$ cat src/rtl/convert_results.sv
// Walks numElements IEEE-754 singles out of the float_register RAM, converts each
// to a saturating signed 32-bit integer and writes it to the result RAM at the same index.
module convert_results (
  input  logic        clk,
  input  logic        program_reset_n,
  input  logic        start_process,
  output logic        end_process,
  input  logic [4:0]  numElements,
  output logic [4:0]  float_register_addr,
  input  logic [31:0] float_register_out,
  output logic [4:0]  result_addr,
  output logic [31:0] result_data,
  output logic        result_wren,
  output logic        busy
);

  typedef enum logic [2:0] {
    IDLE,
    SET_ADDR,
    READ_WAIT,
    CONVERT,
    WRITE,
    DONE
  } state_t;

  state_t     state, next_state;
  logic [4:0] index, next_index;
  logic [4:0] count, next_count;

  function automatic logic signed [31:0] saturate(input logic s);
    return s ? 32'sh80000000 : 32'sh7FFFFFFF;
  endfunction

  // Truncating float->int; NaN and |x|<1 collapse to 0, so -0 never appears.
  function automatic logic signed [31:0] float_to_int(input logic [31:0] f);
    logic        s;
    logic [7:0]  e;
    logic [22:0] m;
    logic [31:0] mag;
    s   = f[31];
    e   = f[30:23];
    m   = f[22:0];
    mag = {8'd0, 1'b1, m};
    if (e == 8'hFF && m != 23'd0) return '0;
    if (e >= 8'd158)              return saturate(s);
    if (e < 8'd127)               return '0;
    if (e <= 8'd150) mag = mag >> (8'd150 - e);
    else             mag = mag << (e - 8'd150);
    return s ? -$signed(mag) : $signed(mag);
  endfunction

  always_ff @(posedge clk) begin
    if (!program_reset_n) begin
      state <= IDLE;
      index <= '0;
      count <= '0;
    end else begin
      state <= next_state;
      index <= next_index;
      count <= next_count;
    end
  end

  always_comb begin
    next_state  = state;
    next_index  = index;
    next_count  = count;
    result_wren = 1'b0;
    end_process = 1'b0;
    busy        = 1'b1;
    case (state)
      IDLE: begin
        busy = 1'b0;
        if (start_process) begin
          next_count = numElements;
          next_index = '0;
          next_state = (numElements == 5'd0) ? DONE : SET_ADDR;
        end
      end
      SET_ADDR:  next_state = READ_WAIT;
      READ_WAIT: next_state = CONVERT;
      CONVERT:   next_state = WRITE;
      WRITE: begin
        result_wren = 1'b1;
        if (index == count - 5'd1) begin
          next_state = DONE;
        end else begin
          next_index = index + 5'd1;
          next_state = SET_ADDR;
        end
      end
      DONE: begin
        busy        = 1'b0;
        end_process = 1'b1;
        if (!start_process) next_state = IDLE;
      end
      default: next_state = IDLE;
    endcase
  end

  // Address is loaded on entry to SET_ADDR and held through READ_WAIT/CONVERT;
  // the converted word is registered at the end of CONVERT so it lines up with result_wren.
  always_ff @(posedge clk) begin
    if (!program_reset_n) begin
      float_register_addr <= '0;
      result_addr         <= '0;
      result_data         <= '0;
    end else begin
      if (next_state == SET_ADDR) float_register_addr <= next_index;
      if (state == CONVERT) begin
        result_data <= $unsigned(float_to_int(float_register_out));
        result_addr <= index;
      end
    end
  end

endmodule
$ cat config.mk
export PLATFORM = sky130hd
export DESIGN_NAME = convert_results
export DESIGN_NICKNAME = d
export VERILOG_FILES = /design/src/rtl/convert_results.sv
export SDC_FILE = /design/constraint.sdc
export NUM_CORES = 1
export LEC_CHECK = 0
export BUFFER_PORTS_ARGS = -buffer_cell sky130_fd_sc_hd__buf_2
export CORE_ASPECT_RATIO = 1.25
export CORE_MARGIN = 8
export CORE_UTILIZATION = 65
export DETAILED_ROUTE_END_ITERATION = 8
export GPL_TIMING_DRIVEN = 0
export PLACE_DENSITY = 0.92
export SLEW_MARGIN = 20
export SYNTH_ARGS = -nofsm -noshare
export SYNTH_HDL_FRONTEND = slang
export SYNTH_SLANG_ARGS = --single-unit
$ cat constraint.sdc
create_clock -name clk -period 11.4 [get_ports clk]
set_input_delay 2.28 -clock clk [delete_from_list [all_inputs] [get_ports clk]]
set_output_delay 2.28 -clock clk [all_outputs]
set_load 0.1 [all_outputs]
* After elaboration in Yosys (flattened, before gate mapping) *
Cells that the tools add are included.

word-level totals
  output and inout port bits = 45
  input bits = 40
  logic and storage cells = 67
  register bits after elaboration = 55

cells by class
  mux-type cells = 37
  equality and inequality tests = 8
  reduce and logical (&&, ||, !) cells = 6
  shifts and indexed selects = 2
  order comparisons = 3
  add/subtract/negate cells = 5

operators by type and width
  operator                                                              number
  32-bit two-way mux                                                    14
  32-bit negator                                                        1
  24-bit by 8-bit << shifter with 32-bit output                         1
  24-bit by 8-bit >> shifter with 32-bit output                         1
  23-bit nonzero test                                                   1
  3-bit one-hot mux with 6 select lines                                 1
  1-bit two-way mux                                                     15
  3-bit two-way mux                                                     4
  5-bit two-way mux                                                     2
  5-bit one-hot mux with 2 select lines                                 1
  8-bit == test, second input constant                                  1
  8-bit >= comparator, second input constant                            1
  8-bit <= comparator, second input constant                            1
  8-bit by 7-bit < comparator with 1-bit output, second input constant  1
  8-bit subtractor, first input constant                                1
  8-bit subtractor, second input constant                               1
  3-bit by 1-bit == test with 1-bit output, second input constant       2
  3-bit by 2-bit == test with 1-bit output, second input constant       2
  3-bit == test, second input constant                                  2
  5-bit by 1-bit adder with 5-bit output, second input constant         1
  5-bit == test                                                         1
  5-bit zero test                                                       1
  5-bit by 1-bit subtractor with 5-bit output, second input constant    1
  3-bit zero test                                                       1
  3 further kinds                                                       3

* Logic depth before layout (Yosys ltp) *
Gate-level depths: netlist of run 1.

  word-level depth = 22
  depth in mapped cells = 25
  mapped depth without buffers = 16

* Worst setup path before layout of run 1 *
Ideal clock, no wire load.

  path type = input port to flip-flop
  start point = input port float_register_out[23]
  end point = register result_data[22]
  required time = 11.331 ns
  setup slack = 4.493 ns
  stages = 24
  path buffers = 8
  setup time = 0.069 ns
  data arrival time = 6.838 ns
  cells stage by stage = buf_6 buf_6 buf_6 buf_4 inv_2 buf_2 ha_1 buf_2 buf_2 inv_1 mux4_2 nand4_1 o211ai_1 nor2b_1 a31oi_1 ha_1 inv_1 nor4b_1 nand4_1 or3_1 clkbuf_1 nor3b_1 mux2_1 o21ai_1

between the ends
  longest elaborated chain between the ends = 13
  elaborated cells on any way between the ends = 34
  classes of those cells = add/sub: 3; order compare: 3; eq/ne: 1; shift: 2; mux: 24; reduce/logical: 1

RTL lines
  what                                                                                                            RTL line  RTL
  start: declaration                                                                                              10        input logic [31:0] float_register_out,
  8-bit subtractor, on equally long branches                                                                      48, 47
  24-bit by 8-bit << shifter with 32-bit output or 24-bit by 8-bit >> shifter with 32-bit output (tied branches)  48, 47
  32-bit two-way mux (2 in a row)                                                                                 47        if (e <= 8'd150) mag = mag >> (8'd150 - e);
  32-bit two-way mux                                                                                              46        if (e < 8'd127) return '0;
  32-bit two-way mux                                                                                              45        if (e >= 8'd158) return saturate(s);
  32-bit two-way mux                                                                                              110       if (state == CONVERT) begin
  32-bit two-way mux                                                                                              104       if (!program_reset_n) begin
  32-bit negator                                                                                                  49        return s ? -$signed(mag) : $signed(mag);
  32-bit two-way mux                                                                                              49
  32-bit two-way mux                                                                                              47
  32-bit two-way mux                                                                                              46
  32-bit two-way mux *                                                                                            45
  end signal: assignment                                                                                          111       result_data <= $unsigned(float_to_int(float_register_out));
  end: declaration                                                                                                12        output logic [31:0] result_data,

Mark *: on every way between the ends. The rest lies on a longest branch, timed or not. The select of a mux whose other input is x is not followed.
A chain may end at the register's enable or synchronous reset.

* Worst setup path after layout of run 1 *
Ends and elaborated chain as after synthesis.

==> results of run 1 <==
[report_power, final]
part	internal, mW	total, mW	switching [mW]
Combinational	0.143	0.396	0.253
Sequential	0.197	0.201	0.00407
Clock	0.0834	0.156	0.0721
[sequential cells by signal, summed over array words and instances, names as in the netlist]
signal / cells
result_addr: 5
state: 3
count: 5
index: 5
float_register_addr: 5
result_data: 32
[kinds of logic (layout without fill, tap and decap cells)]
family	after synthesis	after routing	synth area share (%)
multiplexers	128	128	24.8
adder cells (fa/ha/maj)	8	8	1.45
AO/OA/AOI/OAI	250	250	24.5
XOR/XNOR	46	46	6.32
AND/OR/NAND/NOR	299	299	20.5
buffers and inverters	95	177	6.45
flip-flops	55	55	15.9
[worst min path at each step]
stage,from,end,cells after the start
2_1_floorplan,index[4],result_addr[4],2
3_3_place_gp,result_addr[4],result_addr[4],2
3_5_place_dp,result_addr[2],result_addr[2],2
4_1_cts,result_addr[2],result_addr[2],2
5_1_grt,result_addr[0],result_addr[0],2
6_report,result_addr[2],result_addr[2],2
[worst max-delay path: stages]
cell and delay (ps):
buf_2 110, buf_6 180, buf_6 200, buf_6 190
buf_4 230, inv_2 90, buf_2 210, ha_1 310
buf_2 170, buf_2 220, inv_1 170, mux4_2 580
nand4_1 120, o211ai_1 120, nor2b_1 160, a31oi_1 290
ha_1 240, inv_1 90, nor4b_1 320, nand4_1 340
or3_1 410, clkbuf_1 180, nor3b_1 240, mux2_1 350
o21ai_1 130
[final cells by class]
type / count / share of cell area, %
Multi-Input combinational cell: 731 / 70.6
Sequential cell: 55 / 14.5
Buffer: 77 / 4.97
Timing Repair Buffer: 74 / 4.87
Tap cell: 132 / 2.17
Clock buffer: 5 / 1.65
Inverter: 18 / 0.889
Clock inverter: 3 / 0.362
[layout by cell type, fill, tap and decap left out, types with 16 or more instances in the layout]
cell and count:
xor2_1 24, nor3_1 32, o22ai_1 16, a211oi_1 16
nor2_1 80, dfxtp_1 55, nand3_1 23, a21oi_1 58
o21ai_1 17, mux4_2 31, xnor2_1 19, clkbuf_1 42
buf_2 93, o21ai_0 41, mux2i_1 69, nand2_1 92
[per-stage QoR]
| stage | hold slack, ps | setup WS [ps] |
|---|---|---|
| floorplan | 466 | 4490 |
| global placement | 441 | 3580 |
| detailed placement | 443 | 3500 |
| CTS | 454 | 3780 |
| global route | 477 | 3370 |
| finish | 455 | 3660 |
[per-layer routing]
metal | GRT usage, % | up-vias | share of wire, %
li1 | - | 3481 | -
met5 | 0 | - | 0
met4 | 21.9 | 0 | 6.9
met1 | 38.8 | 3565 | 36
met2 | 54.1 | 601 | 47
met3 | 5.14 | 137 | 9.9
==> impl_metrics.yaml, run 1 <==
run_status:
  status: "completed"
synthesis:
  synth-seq-cells: 55
  synth_common_cells: "nand2_1 (92), nor2_1 (80), mux2i_1 (69)"
  synth-seq-area-share_pct: 15.9
  postSynth.asyncResetShare_pct: 0
  post-synth-top-count-cell: "nand2_1"
  synth.top_cell.area_share_pct: 15.9
  post_synth_num_cell_types: 84
  netlist_top_cells_area: "dfxtp_1 (16%), mux4_2 (10%), mux2i_1 (10%)"
  netlist_area_mm2: 0.00691
  count_of_flip_flops_with_a_built_in_enable_after_synthesis: 0
  post_synth.cell_area_avg_um2: 7.84
  synth.net_count: 929
  total_number_of_yosys_warnings: 0
  netlist.top_cell.by_area: "dfxtp_1"
  postSynth.topFlopCell: "dfxtp_1"
  synthCells: 881
timing:
  fraction_of_the_cycle_the_final_worst_path_needs_pct: 67.9
  final_setup_tns_ps: 0
  slew_violations: 0
  max-slew-margin-rel_pct: 32.2
  period_needed_ps: 7740
  timing_worst_slew_pin_value_ps: 1010
  rsz_0062_raised_after_global_routing: "false"
  max_clock_freq_mhz: 129
  final-setup-viol-count: 0
  worst_clock_skew_ps: 7.16
  report.final.hold_viol_count: 0
power_and_ir_drop:
  power-per-cell-area_mw_per_mm2: 99.0
  post-layout-total-power_mw: 0.753
  max_ir_drop_vdd_uv: 73.9
  power.static_leakage_nw: 3.14
global_route:
  antenna_found_initial: 0
  first_global_vias: 7346
  grt_overflow_total: 0
  grtUsageTotal_pct: 33.1
  grt_start_max_net_pins: 20
  first_pass_grt_wire_length_mm: 38.3
placed_design:
  placedInstanceArea_mm2: 0.00744
  gp_congestion: 1.06
  numPlacedInstances: 1087
  placement.io_buffers: 74
  dpl.hpwl_mm: 18.9
cells_and_area:
  final_antenna_diode_count: 0
  multi_input_comb_area_mm2: 0.00537
  post-route-cell-area_mm2: 0.00760
  drive_above_1_share_pct: 19.2
  ff_latch_area_mm2: 0.00110
  finish.net_count: 1010
  post_route_non_filler_standard_cell_count: 1095
  post_synthesis_to_final_layout_area_growth_pct: 10.1
  number_of_filler_cells_placed_in_the_layout: 869
  post-route-util_pct: 72.7
setup_path:
  endpoint_of_the_most_critical_setup_path: "result_data[22]"
  critical_path.startpoint_type: "input port"
  worst-path-max-fanout: 10
  timing.reg2reg.worst_path_depth: 9
  r2r_start: "state[0]"
  timing.critical_path.from: "float_register_out[23]"
  rr_endpoint: "result_data[18]"
  critPathKind: "input port to flip-flop"
  critical_path_arrival_ps: 7960
  r2r_setup_slack_ps: 8220
  worst_ep_required_time_ps: 11620
  worstSetupEndpointType: "flip-flop"
clock_tree:
  clock_tree.htree_level_count: 2
  postCtsResizedCells: 0
  post-cts-setup-buffers: 0
  clkLatencyLatePin_ps: 290
  tritoncts: "built"
  total_number_of_clock_tree_sinks: 55
  numCtsBuffers: 5
  cts.root.buffer_cell: "clkbuf_16"
  clk_path_buf_depth: 2
  postCtsHoldBufs: 0
  cts.reportedPaths.clkPinSlew_ps: 70
routing:
  drc_violation_count_after_routing: 0
  first_drt_iteration_drcs: 996
  detail_route.vias_per_cell: 7.11
  drtPass1Iterations: 7
  routed_wire_length_per_instance_um: 22.2
  route.antenna.remaining_nets: 0
  wirelength_mm: 24.3
  via_count_of_the_routed_design: 7784
flow_run:
  timing.max_cap.violations: 0
floorplan:
  floorplan.rows: 42
  top_level_ports: 85
  floorplan.core_area_mm2: 0.0105
  floorplan.die_area_mm2: 0.0142
  die_h_um: 131
  start_util_pct: 66.0
  chipWidth_um: 108
worst_hold_path:
  hp-class: "flip-flop to flip-flop"
(Power assumes the default switching activity.)
==> inputs of run 2 (changes only) <==
--- a/config.mk
+++ b/config.mk
@@ -8,10 +8,10 @@
 export BUFFER_PORTS_ARGS = -buffer_cell sky130_fd_sc_hd__buf_2
 export CORE_ASPECT_RATIO = 1.25
 export CORE_MARGIN = 8
-export CORE_UTILIZATION = 65
+export CORE_UTILIZATION = 61
 export DETAILED_ROUTE_END_ITERATION = 8
 export GPL_TIMING_DRIVEN = 0
-export PLACE_DENSITY = 0.92
+export PLACE_DENSITY = 0.87
 export SLEW_MARGIN = 20
 export SYNTH_ARGS = -nofsm -noshare
 export SYNTH_HDL_FRONTEND = slang
==> constraint.sdc (replaced) <==
create_clock -name clk -period 7.5 [get_ports clk]
set_input_delay 1.5 -clock clk [delete_from_list [all_inputs] [get_ports clk]]
set_output_delay 1.5 -clock clk [all_outputs]
set_load 0.1 [all_outputs]
==> impl_metrics.yaml, run 2 (synthesis gave the netlist of run 1 again) <==
run_status:
  status: "completed"
placed_design:
  placement.io_buffers: 74
  numPlacedInstances: 1090
  gp_congestion: 1.02
  dpl.hpwl_mm: 20.0
global_route:
  grtUsageTotal_pct: 32.3
  grt_overflow_total: 0
  antenna_found_initial: 0
  first_global_vias: 7270
  grt_start_max_net_pins: 18
  first_pass_grt_wire_length_mm: 39.5
clock_tree:
  postCtsResizedCells: 0
  post-cts-setup-buffers: 0
  total_number_of_clock_tree_sinks: 55
  postCtsHoldBufs: 0
  clock_tree.htree_level_count: 2
  cts.root.buffer_cell: "clkbuf_16"
  numCtsBuffers: 5
  cts.reportedPaths.clkPinSlew_ps: 70
  clkLatencyLatePin_ps: 300
  tritoncts: "built"
  clk_path_buf_depth: 2
flow_run:
  timing.max_cap.violations: 0
power_and_ir_drop:
  power.static_leakage_nw: 3.15
  power-per-cell-area_mw_per_mm2: 155
  post-layout-total-power_mw: 1.18
  max_ir_drop_vdd_uv: 104
cells_and_area:
  number_of_filler_cells_placed_in_the_layout: 995
  layout_commonest_cell: "buf_2"
  final_antenna_diode_count: 0
  multi_input_comb_area_mm2: 0.00536
  drive_above_1_share_pct: 19.2
  post_route_non_filler_standard_cell_count: 1098
  post_synthesis_to_final_layout_area_growth_pct: 10.4
  largest_register_ffs: 32
  largest_register: "result_data"
  finish.net_count: 1010
  most-common-layout-cells: "buf_2 (93), nand2_1 (92), nor2_1 (80)"
  ff_latch_area_mm2: 0.00110
setup_path:
  worstSetupEndpointType: "flip-flop"
  critical_path.startpoint_type: "input port"
  critPathKind: "input port to flip-flop"
  worst-path-max-fanout: 10
  worst_ep_required_time_ps: 7730
  critical_path_arrival_ps: 7260
floorplan:
  die_h_um: 135
  chipWidth_um: 111
  floorplan.rows: 43
  floorplan.core_area_mm2: 0.0111
  start_util_pct: 62.3
  top_level_ports: 85
  floorplan.die_area_mm2: 0.0150
routing:
  via_count_of_the_routed_design: 7659
  drtPass1Iterations: 9
  wirelength_mm: 25.1
  drc_violation_count_after_routing: 0
  detail_route.vias_per_cell: 6.98
  dr_wl_met3_mm: 1.95
  routed_wire_length_per_instance_um: 22.9
  topRoutingLayerUsed: "met4"
  sum_of_routed_wire_segments_on_met1_mm: 9.50
  met2_length_mm: 11.9
  route.antenna.remaining_nets: 0
  first_drt_iteration_drcs: 932
timing:
  max_clock_freq_mhz: 142
  timing_worst_slew_pin_value_ps: 955
  final_setup_tns_ps: 0
  worst_clock_skew_ps: 5.93
  max-slew-margin-rel_pct: 36.4
  rsz_0062_raised_after_global_routing: "false"
  slew_violations: 0
  fraction_of_the_cycle_the_final_worst_path_needs_pct: 93.7
  final-setup-viol-count: 0
  report.final.hold_viol_count: 0
  period_needed_ps: 7030
worst_hold_path:
  hp-class: "flip-flop to flip-flop"
-- run 2: cell count changes in the layout (fill, tap and decap cells not counted) --
cell	before	now
bufinv_16	0	1
clkbuf_8	0	1
clkinv_4	1	0
clkinvlp_4	1	0
inv_6	0	1
inv_8	1	0
nor4_2	1	2
nor4_4	1	0
-- run 2: metal layers --
metal  GRT usage, %  up-vias
met5              0        -
li1               -     3486
met1           37.2     3579
met3           4.48      122
met4           20.8        0
met2           55.0      472
-- run 2: final cells by class --
type	count	area share, %
Buffer	77	4.96
Multi-Input combinational cell	731	70.3
Timing Repair Buffer	74	4.86
Inverter	18	0.886
Sequential cell	55	14.4
Tap cell	135	2.22
Clock inverter	2	0.509
Clock buffer	6	1.82
-- run 2: worst max-delay path: stages --
cell      delay, ps
buf_2           120
buf_6           180
buf_6           190
buf_6           190
buf_4           230
inv_2           110
buf_2           230
ha_1            300
buf_2           180
buf_2           300
inv_1           140
mux4_2          510
nand4_1         120
o211ai_1        110
nor2b_1         160
a31oi_1         310
ha_1            260
inv_1            90
nor4b_1         330
nand4_1         320
or3_1           420
clkbuf_1        180
nor3b_1         260
mux2_1          360
o21ai_1         130
-- run 2: power breakdown --
group / switching [mW] / internal [mW] / leakage [nW]
clock network: 0.105 / 0.168 / 0.0875
registers: 0.00604 / 0.300 / 0.445
logic: 0.385 / 0.218 / 2.62
total: 0.496 / 0.686 / 3.15
-- run 2: final timing paths --
path,from,end,slack [ps],cells after the start
max,float_register_out[23],result_data[22],470,25
min reg2reg,result_addr[1],result_addr[1],450,2
max reg2reg,state[0],result_data[14],4330,9
min,result_addr[1],result_addr[1],450,2
-- run 2: metrics by stage --
stage / worst slack [ps] / hold slack [ps] / util [%] / area, µm²
detailed placement: 310 / 446 / 67.2 / 7450
floorplan: 1370 / 466 / - / 6910
CTS: 582 / 455 / 68.8 / 7620
global placement: 318 / 440 / 67.2 / 7450
finish: 470 / 454 / 68.8 / 7620
global route: 157 / 479 / 68.8 / 7620
